<file path="config.mk">
export PLATFORM = sky130hd
export DESIGN_NAME = spi_slave_if
export DESIGN_NICKNAME = d
export VERILOG_FILES = /design/src/rtl/spi_pkg.sv /design/src/rtl/spi_sync_edge.sv /design/src/rtl/spi_slave_if.sv
export SDC_FILE = /design/constraint.sdc
export NUM_CORES = 1
export LEC_CHECK = 0
export ABC_AREA = 1
export CORE_MARGIN = 5
export CORE_UTILIZATION = 50
export CTS_CLUSTER_DIAMETER = 60
export DETAILED_ROUTE_END_ITERATION = 12
export DONT_BUFFER_PORTS = 1
export PLACE_DENSITY_LB_ADDON = 0.12
export SLEW_MARGIN = 10
export SYNTH_ARGS = -nofsm -noshare
export SYNTH_HDL_FRONTEND = slang
export SYNTH_SLANG_ARGS = --single-unit
</file>
<file path="constraint.sdc">
create_clock -name clk -period 1.4 [get_ports clk]
set_input_delay 0.21 -clock clk [delete_from_list [all_inputs] [get_ports clk]]
set_output_delay 0.21 -clock clk [all_outputs]
set_load 0.01 [all_outputs]
</file>
<file path="src/rtl/spi_pkg.sv">
// Shared definitions for the SPI mode-0 responder: FSM states, frame defaults
// and the mode constants common with the SPI command master.
package spi_pkg;

   typedef enum logic [2:0] {
      WAIT_IDLE,
      IDLE,
      CMD,
      WR_COMMIT,
      RD_FETCH,
      RD_SHIFT,
      HOLD
   } spi_state_e;

   localparam int unsigned CMD_WIDTH_DFLT   = 12;
   localparam int unsigned READ_WIDTH_DFLT  = 8;
   localparam int unsigned ADDR_WIDTH_DFLT  = 3;
   localparam int unsigned SYNC_STAGES_DFLT = 2;

   localparam int unsigned RW_BIT     = CMD_WIDTH_DFLT - 1;
   localparam int unsigned RD_LATENCY = 2;

   localparam bit CPOL = 1'b0;
   localparam bit CPHA = 1'b0;

   function automatic int unsigned rw_bit(input int unsigned cmd_width);
      return cmd_width - 1;
   endfunction

endpackage

</file>
<file path="src/rtl/spi_sync_edge.sv">
// Pin synchronizer: STAGES-deep flop chains for the SPI clock and data pins,
// with rise/fall detection on the clock pin only.
module spi_sync_edge #(
   parameter int unsigned STAGES = 2,
   parameter int unsigned DATA_W = 2
) (
   input  logic              clk,
   input  logic              rst,
   input  logic              edge_in,
   input  logic [DATA_W-1:0] data_in,
   output logic [DATA_W-1:0] data_s,
   output logic              rise,
   output logic              fall
);

   logic [STAGES-1:0] edge_chain;
   logic              edge_d;
   logic [DATA_W-1:0] data_chain [STAGES];

   always_ff @(posedge clk) begin
      if (rst) begin
         edge_chain <= '0;
         edge_d     <= 1'b0;
         // NOTE: the chain is reset on purpose so cs reads low until the pin has really been sampled.
         for (int i = 0; i < int'(STAGES); i++) data_chain[i] <= '0;
      end else begin
         edge_chain    <= {edge_chain[STAGES-2:0], edge_in};
         edge_d        <= edge_chain[STAGES-1];
         data_chain[0] <= data_in;
         for (int i = 1; i < int'(STAGES); i++) data_chain[i] <= data_chain[i-1];
      end
   end

   assign data_s = data_chain[STAGES-1];
   assign rise   = edge_chain[STAGES-1] & ~edge_d;
   assign fall   = ~edge_chain[STAGES-1] & edge_d;

endmodule

</file>
<file path="src/rtl/spi_slave_if.sv">
// SPI mode-0 responder: decodes R/W + address + data command frames into write
// strobes or read fetches. Macro SPI_SLAVE_FRAME_ERR_EN enables frame_err pulses.
module spi_slave_if
   import spi_pkg::*;
#(
   parameter int unsigned CMD_WIDTH   = CMD_WIDTH_DFLT,
   parameter int unsigned READ_WIDTH  = READ_WIDTH_DFLT,
   parameter int unsigned ADDR_WIDTH  = ADDR_WIDTH_DFLT,
   parameter int unsigned SYNC_STAGES = SYNC_STAGES_DFLT
) (
   input  logic                  clk,
   input  logic                  rst,
   input  logic                  sclk,
   input  logic                  cs,
   input  logic                  mosi,
   output logic                  miso,
   output logic                  miso_oe,
   output logic                  wr_vld,
   output logic [ADDR_WIDTH-1:0] wr_addr,
   output logic [READ_WIDTH-1:0] wr_data,
   output logic                  rd_req,
   output logic [ADDR_WIDTH-1:0] rd_addr,
   input  logic [READ_WIDTH-1:0] rd_data,
   output logic                  frame_err
);

   localparam int unsigned RW_IDX   = rw_bit(CMD_WIDTH);
   localparam int unsigned ADDR_MSB = CMD_WIDTH - 2;
   localparam int unsigned CNT_W    = $clog2(CMD_WIDTH + 1);
   localparam int unsigned LAT_W    = $clog2(RD_LATENCY + 2);

   logic [1:0] pins_s;
   logic       cs_s, mosi_s, sclk_rise, sclk_fall;

   spi_sync_edge #(
      .STAGES (SYNC_STAGES),
      .DATA_W (2)
   ) u_sync (
      .clk     (clk),
      .rst     (rst),
      .edge_in (sclk),
      .data_in ({cs, mosi}),
      .data_s  (pins_s),
      .rise    (sclk_rise),
      .fall    (sclk_fall)
   );

   assign cs_s   = pins_s[1];
   assign mosi_s = pins_s[0];

   spi_state_e            state, state_nxt;
   logic [CNT_W-1:0]      bit_cnt, cnt_nxt;
   logic [CMD_WIDTH-2:0]  shreg, shreg_nxt;
   logic [CMD_WIDTH-1:0]  sh_full;
   logic [READ_WIDTH-1:0] tx, tx_nxt;
   logic [LAT_W-1:0]      lat_cnt, lat_nxt;
   logic                  fall_seen, fall_seen_nxt;
   logic                  miso_nxt, miso_oe_nxt, wr_vld_nxt, rd_req_nxt, abort;
   logic [ADDR_WIDTH-1:0] wr_addr_nxt, rd_addr_nxt;
   logic [READ_WIDTH-1:0] wr_data_nxt;
`ifdef SPI_SLAVE_FRAME_ERR_EN
   logic                  stray;
`endif

   always_comb begin
      // NOTE: every variable gets a default first so no path can infer a latch.
      state_nxt     = state;
      cnt_nxt       = bit_cnt;
      shreg_nxt     = shreg;
      sh_full       = {shreg, mosi_s};
      tx_nxt        = tx;
      lat_nxt       = lat_cnt;
      fall_seen_nxt = fall_seen;
      miso_nxt      = miso;
      miso_oe_nxt   = miso_oe;
      wr_vld_nxt    = 1'b0;
      wr_addr_nxt   = wr_addr;
      wr_data_nxt   = wr_data;
      rd_req_nxt    = 1'b0;
      rd_addr_nxt   = rd_addr;
      abort         = 1'b0;
`ifdef SPI_SLAVE_FRAME_ERR_EN
      stray         = 1'b0;
`endif

      unique case (state)
         WAIT_IDLE: begin
            if (cs_s) state_nxt = IDLE;
`ifdef SPI_SLAVE_FRAME_ERR_EN
            else if (sclk_rise) stray = 1'b1;
`endif
         end
         IDLE: begin
            if (!cs_s) begin
               cnt_nxt   = '0;
               shreg_nxt = '0;
               state_nxt = CMD;
            end
         end
         CMD: begin
            if (cs_s) begin
               abort = 1'b1;
            end else if (sclk_rise) begin
               shreg_nxt = sh_full[CMD_WIDTH-2:0];
               cnt_nxt   = bit_cnt + CNT_W'(1);
               if (bit_cnt == CNT_W'(CMD_WIDTH - 1)) begin
                  lat_nxt       = '0;
                  fall_seen_nxt = 1'b0;
                  state_nxt     = sh_full[RW_IDX] ? WR_COMMIT : RD_FETCH;
               end
            end
         end
         WR_COMMIT: begin
            wr_vld_nxt  = 1'b1;
            wr_addr_nxt = shreg[ADDR_MSB -: ADDR_WIDTH];
            wr_data_nxt = shreg[READ_WIDTH-1:0];
            state_nxt   = HOLD;
         end
         RD_FETCH: begin
            if (cs_s) begin
               abort = 1'b1;
            end else begin
               lat_nxt = lat_cnt + LAT_W'(1);
               if (sclk_fall) fall_seen_nxt = 1'b1;
               if (lat_cnt == '0) begin
                  rd_req_nxt  = 1'b1;
                  rd_addr_nxt = shreg[ADDR_MSB -: ADDR_WIDTH];
               end
               // rd_req is registered, so the bank's data lands RD_LATENCY+1 cycles into this state.
               if (lat_cnt == LAT_W'(RD_LATENCY + 1)) begin
                  miso_oe_nxt = 1'b1;
                  state_nxt   = RD_SHIFT;
                  if (fall_seen || sclk_fall) begin
                     miso_nxt = rd_data[READ_WIDTH-1];
                     tx_nxt   = {rd_data[READ_WIDTH-2:0], 1'b0};
                     cnt_nxt  = CNT_W'(1);
                  end else begin
                     tx_nxt   = rd_data;
                     cnt_nxt  = '0;
                  end
               end
            end
         end
         RD_SHIFT: begin
            if (cs_s) begin
               abort = 1'b1;
            end else if (bit_cnt == CNT_W'(READ_WIDTH)) begin
               state_nxt = HOLD;
            end else if (sclk_fall) begin
               miso_nxt = tx[READ_WIDTH-1];
               tx_nxt   = {tx[READ_WIDTH-2:0], 1'b0};
               cnt_nxt  = bit_cnt + CNT_W'(1);
            end
         end
         HOLD: begin
            if (cs_s) begin
               state_nxt   = IDLE;
               miso_nxt    = 1'b0;
               miso_oe_nxt = 1'b0;
            end
         end
         default: state_nxt = WAIT_IDLE;
      endcase

      if (abort) begin
         state_nxt   = IDLE;
         miso_nxt    = 1'b0;
         miso_oe_nxt = 1'b0;
      end
   end

   always_ff @(posedge clk) begin
      if (rst) begin
         state     <= WAIT_IDLE;
         bit_cnt   <= '0;
         shreg     <= '0;
         tx        <= '0;
         lat_cnt   <= '0;
         fall_seen <= 1'b0;
         miso      <= 1'b0;
         miso_oe   <= 1'b0;
         wr_vld    <= 1'b0;
         wr_addr   <= '0;
         wr_data   <= '0;
         rd_req    <= 1'b0;
         rd_addr   <= '0;
      end else begin
         state     <= state_nxt;
         bit_cnt   <= cnt_nxt;
         shreg     <= shreg_nxt;
         tx        <= tx_nxt;
         lat_cnt   <= lat_nxt;
         fall_seen <= fall_seen_nxt;
         miso      <= miso_nxt;
         miso_oe   <= miso_oe_nxt;
         wr_vld    <= wr_vld_nxt;
         wr_addr   <= wr_addr_nxt;
         wr_data   <= wr_data_nxt;
         rd_req    <= rd_req_nxt;
         rd_addr   <= rd_addr_nxt;
      end
   end

`ifdef SPI_SLAVE_FRAME_ERR_EN
   logic frame_err_q;

   always_ff @(posedge clk) begin
      if (rst) frame_err_q <= 1'b0;
      else     frame_err_q <= abort | stray;
   end

   assign frame_err = frame_err_q;
`else
   assign frame_err = 1'b0;
`endif

endmodule
</file>
* Yosys cells after proc, flatten, opt, wreduce, memory -nomap -nowiden
Memory sizes are Yosys's and may differ from the RTL's.
Cells that the tools add are included.
** Operators by class
- Add/subtract/negate cells :: 2
- Equal/unequal tests :: 32
- Multiplexer cells :: 64
- Bitwise logic cells :: 8
- Reduce and logical (&&, ||, !) cells :: 23
** Operators by type and width (count)
- $mux W8 :: 6
- $mux W11 :: 3
- $mux W4 :: 8
- $mux W3 :: 10
- $reduce_and A9 Y1 :: 3
- $ne A2 B2 Y1 const B :: 13
- $ne A3 B3 Y1 const B :: 8
- $mux W1 :: 23
- $pmux W11 S2 :: 1
- $pmux W3 S6 :: 1
- $pmux W4 S4 :: 1
- $pmux W8 S2 :: 1
- $mux W2 :: 6
- $reduce_and A6 Y1 :: 2
- $eq A3 B3 Y1 const B :: 3
- $eq A4 B4 Y1 const B :: 2
- $reduce_and A4 Y1 :: 2
- $reduce_and A8 Y1 :: 1
- $reduce_bool A2 Y1 :: 4
- $eq A3 B2 Y1 const B :: 2
- $reduce_or A3 Y1 :: 2
- $reduce_and A5 Y1 :: 1
- $add A4 B1 Y4 const B :: 1
- $not A1 Y1 :: 4
- 17 further kinds :: 21
** Word-level totals
- Bits in registers :: 50
- RAM bits :: 4
- Output and inout bits :: 19
- Word-level logic and storage cells :: 146
- Memories kept :: 1
** Memories
- u_sync.data_chain :: depth 2, width 2, read ports 2, clocked after Yosys merged registers in 0, wr ports 2, RTL line spi_sync_edge.sv:18 : logic [DATA_W-1:0] data_chain [STAGES];

* Depth between registers and ports, before layout
Gate-level depths: netlist of run 1.
- Depth after elaboration :: 7
- Gate-level depth with buffers :: 11

* Cells and area by module
Synthesis of run 1 repeated with hierarchy kept, for this count alone.
** Unflattened totals
- Cell total of the unflattened synthesis :: 380
- Area, all modules :: 2568.7 sq um
** Modules (own cells, without submodules)
- spi_slave_if :: instances 1, cells each 354, area an instance 2349.8 sq um
- spi_sync_edge :: instances 1, cells each 26, area an instance 219.0 sq um

* Worst setup path after synthesis of run 1
Ideal clock, no wire load.
- Kind :: flip-flop to flip-flop
- Start point :: register state[0]
- End point :: register bit_cnt[1]
- Setup time :: 113 ps
- Arrival time :: 1289 ps
- Data required time :: 1287 ps
- Path slack :: -2 ps
- Cell stages (with the launch flop) :: 10
- Buffers on the path :: 1
- Cell sequence :: dfxtp_1 -> buf_2 -> nor2_4 -> nand2_1 -> nand3_1 -> nand3_1 -> nor2_2 -> nand2_1 -> nand2_1 -> nor2_1
** On the way
- Cells in the longest elaborated chain, start to end :: 3
** RTL lines
- start: declaration :: RTL line spi_slave_if.sv:51 : spi_state_e state, state_nxt;
- start signal: assignment :: RTL line spi_slave_if.sv:188 : state <= state_nxt;
- $eq A3 B3 Y1, or another cell as far along :: RTL line spi_slave_if.sv:86 : unique case (state)
- $reduce_bool A4 Y1 (no line) / $ne A2 B2 Y1 (equally long branches)
- $reduce_and A9 Y1 (no line)
- end signal: assignment :: RTL line spi_slave_if.sv:189 : bit_cnt <= cnt_nxt;
- end: declaration :: RTL line spi_slave_if.sv:52 : logic [CNT_W-1:0] bit_cnt, cnt_nxt;
Parallel ways exist; a longest one is shown, timed or not.
A chain may end at the register's enable or synchronous reset.

* Worst setup path after layout of run 1
- Start point :: register state[2]
- End point :: register state[0]
** On the way
- Cells in the longest elaborated chain, start to end :: 5
** RTL lines (RTL line)
- $eq A3 B3 Y1 / $eq A3 B2 Y1 (equally long branches) :: spi_slave_if.sv:86
- $reduce_or A3 Y1 (no line)
- $mux W1
- $ne A3 B3 Y1 (no line) / $ne A3 B1 Y1 (equally long branches)
- $reduce_and A9 Y1 (no line)
Parallel ways exist; a longest one is shown, timed or not.

==> results.md, run 1 <==
* Min Tclk post-route at 1.54 ns
* DRT iter0 DRCs at 193
* Starting density of the core at 0.517
* GRT Util Overall at 0.204
* Net Sw Power at 3.62 mW
* Reg clk slew, reported paths at 0.10 ns
* HP Class: in2reg
* Initial antenna violation count at 0
* Die area at 6870 um^2
* Syn Area/Cell at 6.54 um^2
* Final wirelength at 7.57 mm
* Smallest hold slack at 0.0340 ns
* H-tree Lvls at 2
* Slew Limit Fails at 0
* DR vias at 2739
* Worst path arrival time at 1.76 ns
* Fmax achieved at 0.648 GHz
* Clock root buffer: clkbuf_8
* Final GP Congestion at 0.906
* Cell Area, Synth at 2660 um^2
* Max Cap Viol at 0
* Port bufs at 0
* CTS tree: yes
* Layout cell share with drive strength beyond 1 at 0.306
* Syn Nets at 423
* P_int at 4.69 mW
* Worst-margin pin slew at 0.914 ns
* Max IR drop VDD at 1.08 mV
* Fin crit share at 1.10
* Avg WL per Cell at 14.3 um
* Drt drc at 0
* PD cells at 2230 nW/um^2
* Fill cell count at 408
* LEAKAGE at 1.63 nW
* Setup WS post-layout at -0.143 ns
* Seq cells post-synth at 54
* Worst Path Required at 1.62 ns
* Critical path type: reg2reg
* Synth top area cells: dfxtp_1 (41%), nand2_1 (14%), nor2_1 (12%)
* Nets at 477
* Met3 routed WL at 455 um
* Vias in the first global route at 2497
* FP Rows at 26
* DP HPWL at 4.56 mm
* RSZ-0062 raised after global routing: yes
* Die Width at 82.9 um
* Flop pwr share at 0.262
* Multi-input gate area at 1690 um^2
* WL met1 at 3.17 mm
* N_diodes at 0
* Status: finished with violations
* Layout area overhead at 40.5%
* Finished Cell Area at 3730 um^2
* Sw frac at 0.436
* Top cell type's share of synthesized area at 0.407
* Rel. slew slack at 0.388
* Critical path fanouts, max at 5
* Comb pwr share at 0.601
* Sink Count at 54
* Post-synthesis instance total at 406
* Hold Vio Cnt, Final at 0
* Vias/cell at 5.16
* Die Y-Extent at 82.9 um
* Synth warn at 0
* Distinct cells, synth at 29
* Post-synth EDFFs at 0
* Setup Skew at 0.00860 ns
* Worst-Skew Late Latency at 0.32 ns
* Crit path launch type: flip-flop
* Placed cell areas at 3020 um^2
* Critical path endpoint category: flip-flop
* Largest net degree at the start of global routing at 24
* Endpoints failing setup at 34
* Num CTS Buffers at 5
* WL met2 at 3.84 mm
* First-pass GRT wire length at 11.8 mm
* Sequential cell area at 1100 um^2
* Core area at 5140 um^2
* Final antenna-violating net count at 0
* Area leader, netlist: dfxtp_1
* Drt first pass iters at 6
* Setup slack at placement at -0.167 ns
* Ys flop type: dfxtp_1
* Clock power frac at 0.137
* Fin util at 0.726
* Sequential share of the synthesized area at 0.407
* Clock tree buffer depth at 2
* Boundary Pins at 32
* Violations in the final reports: setup timing
* Remaining global-route overflow at 0
* Highest Signal Layer: met4
* Asr flop ratio synth at 0
## cells in the final DEF, fill, tap and decap left out, drive strengths merged
cell	netlist	routed
a211oi	1	1
a21oi	21	21
a31oi	5	5
buf	7	58
bufinv	0	1
clkbuf	9	6
conb	1	1
dfxtp	54	54
dlygate4sd3	0	4
ha	4	4
inv	43	44
nand2	104	104
nand3	20	20
nand3b	2	2
nand4	4	5
nor2	92	92
nor3	3	3
o211ai	1	1
o21ai	30	30
o21bai	2	2
or2	1	1
xnor2	2	2
## power by group through the flow
stage,Sequential [mW],Clock [mW],Combinational [mW]
after floorplan,2.07,0,2.21
after global placement,2.14,0,3.23
after detailed placement,2.15,0,3.28
after CTS,2.17,1.14,4.24
after global routing,2.22,1.21,5.42
final,2.18,1.14,5.00
## worst paths after layout
kind | depth (start not counted) | slack (ns) | from | endpoint
setup / recovery | 11 | -0.14 | state[2] | state[0]
hold / removal | 3 | 0.03 | rst | miso_oe
setup reg to reg | 11 | -0.14 | state[2] | state[0]
hold reg to reg | 2 | 0.40 | u_sync.edge_chain[0] | u_sync.edge_chain[1]
## cells by family (layout without fill, tap and decap cells)
family	Yosys count	after routing	synth area share
fa+ha+maj	4	4	0.0189
other cells	1	1	0.00141
xor+xnor	2	2	0.00660
flops	54	54	0.407
compound gates	60	60	0.119
buf+inv	59	113	0.0919
simple gates	226	227	0.355
## flip-flops by register name, indices dropped and copies added, names as in the netlist
name and count:
wr_vld 1, u_sync.data_chain 4, rd_req 1, rd_addr 3, tx 8, lat_cnt 2, shreg 11, bit_cnt 4
wr_addr 3, miso 1, fall_seen 1, miso_oe 1, u_sync.edge_d 1, state 3, wr_data 8, u_sync.edge_chain 2
## stage by stage
step	TNS, ns	cells	total power, mW
final	-2.40	531	8.31
after global routing	-5.75	531	8.85
after CTS	-0.621	527	7.55
after detailed placement	-3.54	503	5.43
after global placement	-2.56	503	5.37
after floorplan	-0.00305	406	4.28
## per-layer routing
metal	global-route usage	vias up
met5	0	-
met3	0.0465	14
met1	0.265	1242
li1	-	1393
met4	0.0431	0
met2	0.346	90
## repair_timing
item / 4_1_cts / 5_1_grt
setup endpoints to repair: 44 / 45
endpoints found under the hold margin: 23 / 0
cloned: 2 / 0
resized for setup: 66 / 43
hold buffers: 4 / 0
pin swaps: 28 / 24
setup buffers: 10 / 4
## cells in the mapped netlist (4+ instances only)
master / number
inv_1: 39
dfxtp_1: 54
ha_1: 4
a21oi_1: 21
clkbuf_1: 9
a31oi_1: 5
nor2_1: 88
o21ai_0: 29
inv_2: 4
nand3_1: 18
nand2_1: 102
## layout make-up
type / count / share of cell area
flip-flops and latches: 54 / 0.294
inverters: 43 / 0.0446
clock inverters: 2 / 0.0104
repair buffers: 62 / 0.153
multi-input cells: 294 / 0.452
well taps: 70 / 0.0235
clock buffers: 6 / 0.0221
## critical path, stage by stage (launching register included)
cell and delay [ns]:
dfxtp_4 0.38, buf_6 0.13, buf_4 0.11, inv_2 0.06
nand2_1 0.07, nand2_1 0.06, nand2_1 0.16, nand2_1 0.07
nor2_1 0.16, nand3_1 0.12, nand2_1 0.07, nor2_1 0.04
(Power assumes the default switching activity.)
==> run 2, diff against run 1 <==
--- a/config.mk
+++ b/config.mk
@@ -6,12 +6,13 @@
 export NUM_CORES = 1
 export LEC_CHECK = 0
 export ABC_AREA = 1
-export CORE_MARGIN = 5
+export CORE_MARGIN = 1
 export CORE_UTILIZATION = 50
 export CTS_CLUSTER_DIAMETER = 60
 export DETAILED_ROUTE_END_ITERATION = 12
 export DONT_BUFFER_PORTS = 1
 export PLACE_DENSITY_LB_ADDON = 0.12
+export RECOVER_POWER = 25
 export SLEW_MARGIN = 10
 export SYNTH_ARGS = -nofsm -noshare
 export SYNTH_HDL_FRONTEND = slang
==> constraint.sdc (replaced) <==
create_clock -name clk -period 1.4 [get_ports clk]
set_input_delay 0.14 -clock clk [delete_from_list [all_inputs] [get_ports clk]]
set_output_delay 0.14 -clock clk [all_outputs]
set_load 0.01 [all_outputs]
==> run 2 against run 1 <==
  * The run ends with hold timing, setup timing left
  * Worst setup slack gained 0.038 ns
  * Combinational power shrank 8.6%
  * Clock skew shrank 0.0021 ns
  * Global-route usage grew 5.7 points
  * Fmax grew 2.6%
  * Cell count grew 0.56%
  * Non-clock buffer count grew 3
  * Clock power shrank 7%
  * Wire length shrank 7.0%
  * Power shrank 5.9%
  * Die area shrank 18%
  * Via count grew 0.15%
  * Largest cell class unchanged
==> results.md, run 2 (same netlist as run 1, synthesis figures left out) <==
* Status: finished with violations
* Violations in the final reports: hold timing, setup timing
* PD cells at 2140 nW/um^2 (-3.9%)
* FP Rows at 26 (unchanged)
* N_diodes at 0 (unchanged)
* Boundary Pins at 32 (unchanged)
* Layout area overhead at 37.7%
* DR vias at 2743 (+0.15%)
* Smallest hold slack at -0.115 ns (-0.149 ns)
* Largest net degree at the start of global routing at 26 (+8.3%)
* Min Tclk post-route at 1.50 ns (-0.0384 ns)
* HP Class: in2reg
* Worst Path Required at 1.64 ns (+0.02 ns)
* Nets at 480 (+0.63%)
* R2R Setup Slk at -0.10 ns (+0.04 ns)
* Post-CTS Hold Buffers at 7 (+3)
* Port bufs at 0 (unchanged)
* Slew Limit Fails at 0 (unchanged)
* Worst path arrival time at 1.74 ns (-0.02 ns)
* Setup slack at placement at -0.193 ns (-0.0255 ns)
* Crit path launch type: flip-flop
* DRT iter0 DRCs at 165 (-15%)
* Layout cell share with drive strength beyond 1 at 0.304 (-0.00198)
* Max IR drop VDD at 0.963 mV (-11%)
* Reg with most FFs: shreg
* Vias in the first global route at 2473 (-0.96%)
* Die area at 5610 um^2 (-18%)
* Critical path type: reg2reg
* Max Cap Viol at 0 (unchanged)
* Drt first pass iters at 7 (+1)
* Final antenna-violating net count at 0 (unchanged)
* Fin crit share at 1.07 (-0.0274)
* RSZ-0062 raised after global routing: yes
* Most frequent cells in the layout: nand2_1 (83), nor2_1 (78), buf_4 (48), dfxtp_1 (47), inv_1 (34)
* Initial antenna violation count at 0 (unchanged)
* Clock root buffer: clkbuf_8
* Fmax achieved at 0.665 GHz (+2.6%)
* Setup WS post-layout at -0.104 ns (+0.0384 ns)
* Final GP Congestion at 0.874 (-3.5%)
* Starting density of the core at 0.520 (+0.00329)
* CTS tree: yes
* Avg WL per Cell at 13.2 um (-7.6%)
* Reg clk slew, reported paths at 0.10 ns (about the same)
* Sink Count at 54 (unchanged)
* Num CTS Buffers at 5 (unchanged)
* Hold Vio Cnt, Final at 17 (+17)
* Setup Skew at 0.00651 ns (-0.00209 ns)
* First-pass GRT wire length at 11.1 mm (-5.5%)
* LEAKAGE at 1.64 nW (+0.63%)
* Top flop regs: shreg x11, tx x8, wr_data x8
* Endpoints failing setup at 29 (-15%)
* Drt drc at 0 (unchanged)
* Remaining global-route overflow at 0 (unchanged)
* H-tree Lvls at 2 (unchanged)
* Die Y-Extent at 74.9 um (-9.7%)
* Vias/cell at 5.14 (-0.42%)
* DP HPWL at 4.40 mm (-3.6%)
* Core area at 5110 um^2 (-0.63%)
* Most common cell after layout, fill and taps aside: nand2_1
* Max reg flops at 11 (unchanged)
* Critical path fanouts, max at 6 (+1)
* Worst-Skew Late Latency at 0.31 ns (about the same)
* Die Width at 74.9 um (-9.7%)
* Final TNS setup at -1.79 ns (+0.604 ns)
* GRT Util Overall at 0.262 (+0.0575)
* Clock tree buffer depth at 2 (unchanged)
* Critical path endpoint category: flip-flop
* Final wirelength at 7.04 mm (-7.0%)
* Fin util at 0.716 (-0.0103)
-- run 2: stage by stage --
stage               hold WS (ns)  cell area, um^2  power [mW]  std cells
floorplan                  0.247             2660        4.28        406
global placement           0.214             3030        5.32        507
detailed placement         0.215             3030        5.36        507
CTS                       -0.117             3500        7.28        532
global route              -0.127             3650        8.37        534
finish                    -0.115             3650        7.82        534
-- run 2: layout make-up --
| type | count | area, um^2 |
|---|---|---|
| Fill cell | 422 | 1450 |
| Multi-Input combinational cell | 294 | 1650 |
| Clock buffer | 6 | 72.6 |
| Timing Repair Buffer | 65 | 552 |
| Inverter | 43 | 161 |
| Sequential cell | 54 | 1100 |
| Clock inverter | 2 | 37.5 |
| Tap cell | 70 | 87.6 |
-- run 2: critical path, cell delays in order (launching register included) --
cell	delay (ns)
dfxtp_4	0.39
buf_6	0.14
nor2_4	0.23
nand3_4	0.12
nand2_2	0.09
o21bai_4	0.14
buf_6	0.16
nand2_1	0.05
a21oi_1	0.12
-- run 2: report_power, final --
part / leakage (nW) / switching (mW) / internal (mW)
combinational: 1.14 / 2.55 / 2.02
sequential: 0.443 / 0.322 / 1.87
clock: 0.0514 / 0.523 / 0.534
total: 1.64 / 3.40 / 4.42
-- run 2: final timing paths --
check,endpoint,start,depth (start not counted)
worst max-delay path,shreg[5],state[0],8
worst max register to register,shreg[5],state[0],8
worst min-delay path,shreg[7],rst,1
worst min register to register,shreg[10],shreg[10],2
-- run 2: repair_timing --
action	CTS	global route
cloned	2	0
buffers inserted	9	2
pin swaps	31	23
gates resized for setup	62	43
endpoints found under the hold margin	23	17
endpoints found under the setup margin	34	34
-- run 2: layer usage --
metal / share of wire / GRT usage
met1: 0.44 / 0.313
met2: 0.51 / 0.466
met3: 0.038 / 0.0469
met4: 0.020 / 0.0985
met5: 0 / 0
==> run 3, diff against run 2 <==
--- a/config.mk
+++ b/config.mk
@@ -17,3 +17,4 @@
 export SYNTH_ARGS = -nofsm -noshare
 export SYNTH_HDL_FRONTEND = slang
 export SYNTH_SLANG_ARGS = --single-unit
+export TNS_END_PERCENT = 10
==> run 3 against run 2 <==
  * The run still ends with hold timing, setup timing left
  * Count of clock-buffer cells in the layout unchanged
  * Combinational power fell by 5.0%
  * First-iteration DRC count grew 11%
  * Critical path depth rose by 2
  * Sequential share of layout area grew 0.63 points
  * Clock power barely moved
  * Utilization down 1.5 points
  * Global-route usage hardly changed
  * Power is 3.1% lower
  * Cell count unchanged
  * Critical path type unchanged
  * Critical endpoint is now state[0]
  * Largest power group unchanged
==> results.md, run 3 (same netlist as run 1, synthesis figures left out) <==
* Status: finished with violations
* Violations in the final reports: hold timing, setup timing
* R2r worst-path depth at 10 (+2)
* Fin crit share at 1.08 (+0.00566)
* Max Cap Viol at 0 (unchanged)
* Setup Skew at 0.00666 ns (+0.000151 ns)
* Endpoints failing setup at 30 (+3.4%)
* Fill cell count at 428 (+1.4%)
* Num CTS Buffers at 5 (unchanged)
* Worst path arrival time at 1.72 ns (-0.02 ns)
* Vias/cell at 5.11 (-0.44%)
* RSZ-0062 raised after global routing: yes
* Max reg flops at 11 (unchanged)
* Die Y-Extent at 74.9 um (unchanged)
* Critical path type: reg2reg
* H-tree Lvls at 2 (unchanged)
* Core area at 5110 um^2 (unchanged)
* Hold Crit Endpoint: shreg[7]
* Fmax achieved at 0.661 GHz (-0.52%)
* First-pass GRT wire length at 11.2 mm (+0.19%)
* R2R Setup Slk at -0.11 ns (about the same)
* LEAKAGE at 1.62 nW (-1.1%)
* Reg with most FFs: shreg
* Max IR drop VDD at 0.934 mV (-3.0%)
* Placed cell count at 507 (unchanged)
* Fin util at 0.701 (-0.0147)
* Crit path launch type: flip-flop
* Die Width at 74.9 um (unchanged)
* Final antenna-violating net count at 0 (unchanged)
* DR vias at 2731 (-0.44%)
* Smallest hold slack at -0.119 ns (-0.00361 ns)
* Post-CTS Hold Buffers at 7 (unchanged)
* Hold path startpoint: rst
* Critical path endpoint category: flip-flop
* Hold path cells at 1 (unchanged)
* Worst Path Required at 1.61 ns (-0.03 ns)
* Vias in the first global route at 2474 (+0.040%)
* Clock root buffer: clkbuf_8
* Initial antenna violation count at 0 (unchanged)
* GRT met2 Usage at 0.466 (unchanged)
* N_diodes at 0 (unchanged)
* CTS tree: yes
* FP Rows at 26 (unchanged)
* PnR Total Power at 7.58 mW (-3.1%)
* HP Class: in2reg
* Critical path fanouts, max at 5 (-1)
* Reg clk slew, reported paths at 0.10 ns (about the same)
* Nets at 480 (unchanged)
* Hold Vio Cnt, Final at 16 (-1)
* Die area at 5610 um^2 (unchanged)
* DRT iter0 DRCs at 183 (+11%)
* Final TNS setup at -1.88 ns (-0.0840 ns)
* Global-route met3 utilization at 0.0469 (unchanged)
* Drt drc at 0 (unchanged)
* DP HPWL at 4.40 mm (unchanged)
* Drt first pass iters at 4 (-3)
* Worst r2r dst: state[0]
* Min Tclk post-route at 1.51 ns (+0.00792 ns)
* Final GP Congestion at 0.874 (unchanged)
* Crit Reg-Reg Startpoint: state[0]
* Clock tree buffer depth at 2 (unchanged)
* Boundary Pins at 32 (unchanged)
* Top flop regs: shreg x11, tx x8, wr_data x8
* Remaining global-route overflow at 0 (unchanged)
* Avg WL per Cell at 13.0 um (-1.7%)
* GRT Util Overall at 0.262 (+0.000283)
* Grt peak-use layer: met2
* Final wirelength at 6.92 mm (-1.7%)
* Slew Limit Fails at 0 (unchanged)
* Worst-Skew Late Latency at 0.31 ns (about the same)
* Port bufs at 0 (unchanged)
* Most common cell after layout, fill and taps aside: nand2_1
* Sink Count at 54 (unchanged)
* Layout area overhead at 34.8%
* Setup WS post-layout at -0.112 ns (-0.00792 ns)
* Starting density of the core at 0.520 (unchanged)
* PD cells at 2120 nW/um^2 (-1.1%)
* Largest net degree at the start of global routing at 26 (unchanged)
* Non-Filler Instances at 534 (unchanged)
* Met1 usage at 0.314 (+0.000829)
* Most frequent cells in the layout: nand2_1 (90), nor2_1 (78), buf_4 (49), dfxtp_1 (47), inv_1 (34)
* Layout cell share with drive strength beyond 1 at 0.280 (-0.0237)
[run 3: cell counts in the layout (fill, tap and decap cells not counted)]
Identical to the previous run, type by type.
[run 3: stage by stage]
stage                     worst slack [ns]  hold WS [ns]  cell area, um^2
final                               -0.112        -0.119             3580
after detailed placement            -0.193         0.215             3030
after CTS                          -0.0335        -0.117             3510
after global routing                -0.179        -0.127             3580
after global placement              -0.187         0.214             3030
after floorplan                   -0.00202         0.247             2660
[run 3: how the worst max path moves through the flow]
stage / from / to / slack [ns] / cells past startpoint
after global routing: state[0] / fall_seen / -0.18 / 9
final: state[0] / state[0] / -0.11 / 10
after CTS: state[2] / shreg[1] / -0.03 / 8
after floorplan: state[0] / bit_cnt[1] / -0.002 / 9
after global placement: state[1] / state[2] / -0.19 / 11
after detailed placement: state[1] / tx[3] / -0.19 / 7
[run 3: final cells by class]
cell class / count / area (um^2) / area share
multi-input combinational: 294 / 1580 / 0.440
sequential: 54 / 1100 / 0.307
timing repair buffer: 65 / 548 / 0.153
inverter: 43 / 161 / 0.0451
tap: 70 / 87.6 / 0.0245
clock buffer: 6 / 72.6 / 0.0203
clock inverter: 2 / 37.5 / 0.0105
[run 3: worst max-delay path, stage by stage, from the launching register on]
cell and delay [ns]:
dfxtp_4 0.39, buf_6 0.14, nor2_4 0.23, nand3_4 0.14
buf_6 0.14, inv_1 0.04, nor2_1 0.05, nand2_2 0.10
nand3_2 0.07, nand2_1 0.06, nor2_1 0.04
[run 3: power by group]
group,switching (mW),internal (mW),total (mW)
Combinational,2.42,1.92,4.34
Sequential,0.319,1.87,2.19
Clock,0.523,0.534,1.06
Total,3.26,4.32,7.58
[run 3: what timing repair did]
action,in CTS,in global routing
setup buffers,9,1
pin swaps,30,11
hold endpoints to repair,23,16
cloned,2,0
gates resized for setup,62,22
endpoints found under the setup margin,34,34
[run 3: routing by layer]
layer | wire length [um] | share of wire
met5 | 0 | 0
met2 | 3420 | 0.49
met1 | 2950 | 0.43
met4 | 159 | 0.023
met3 | 389 | 0.056
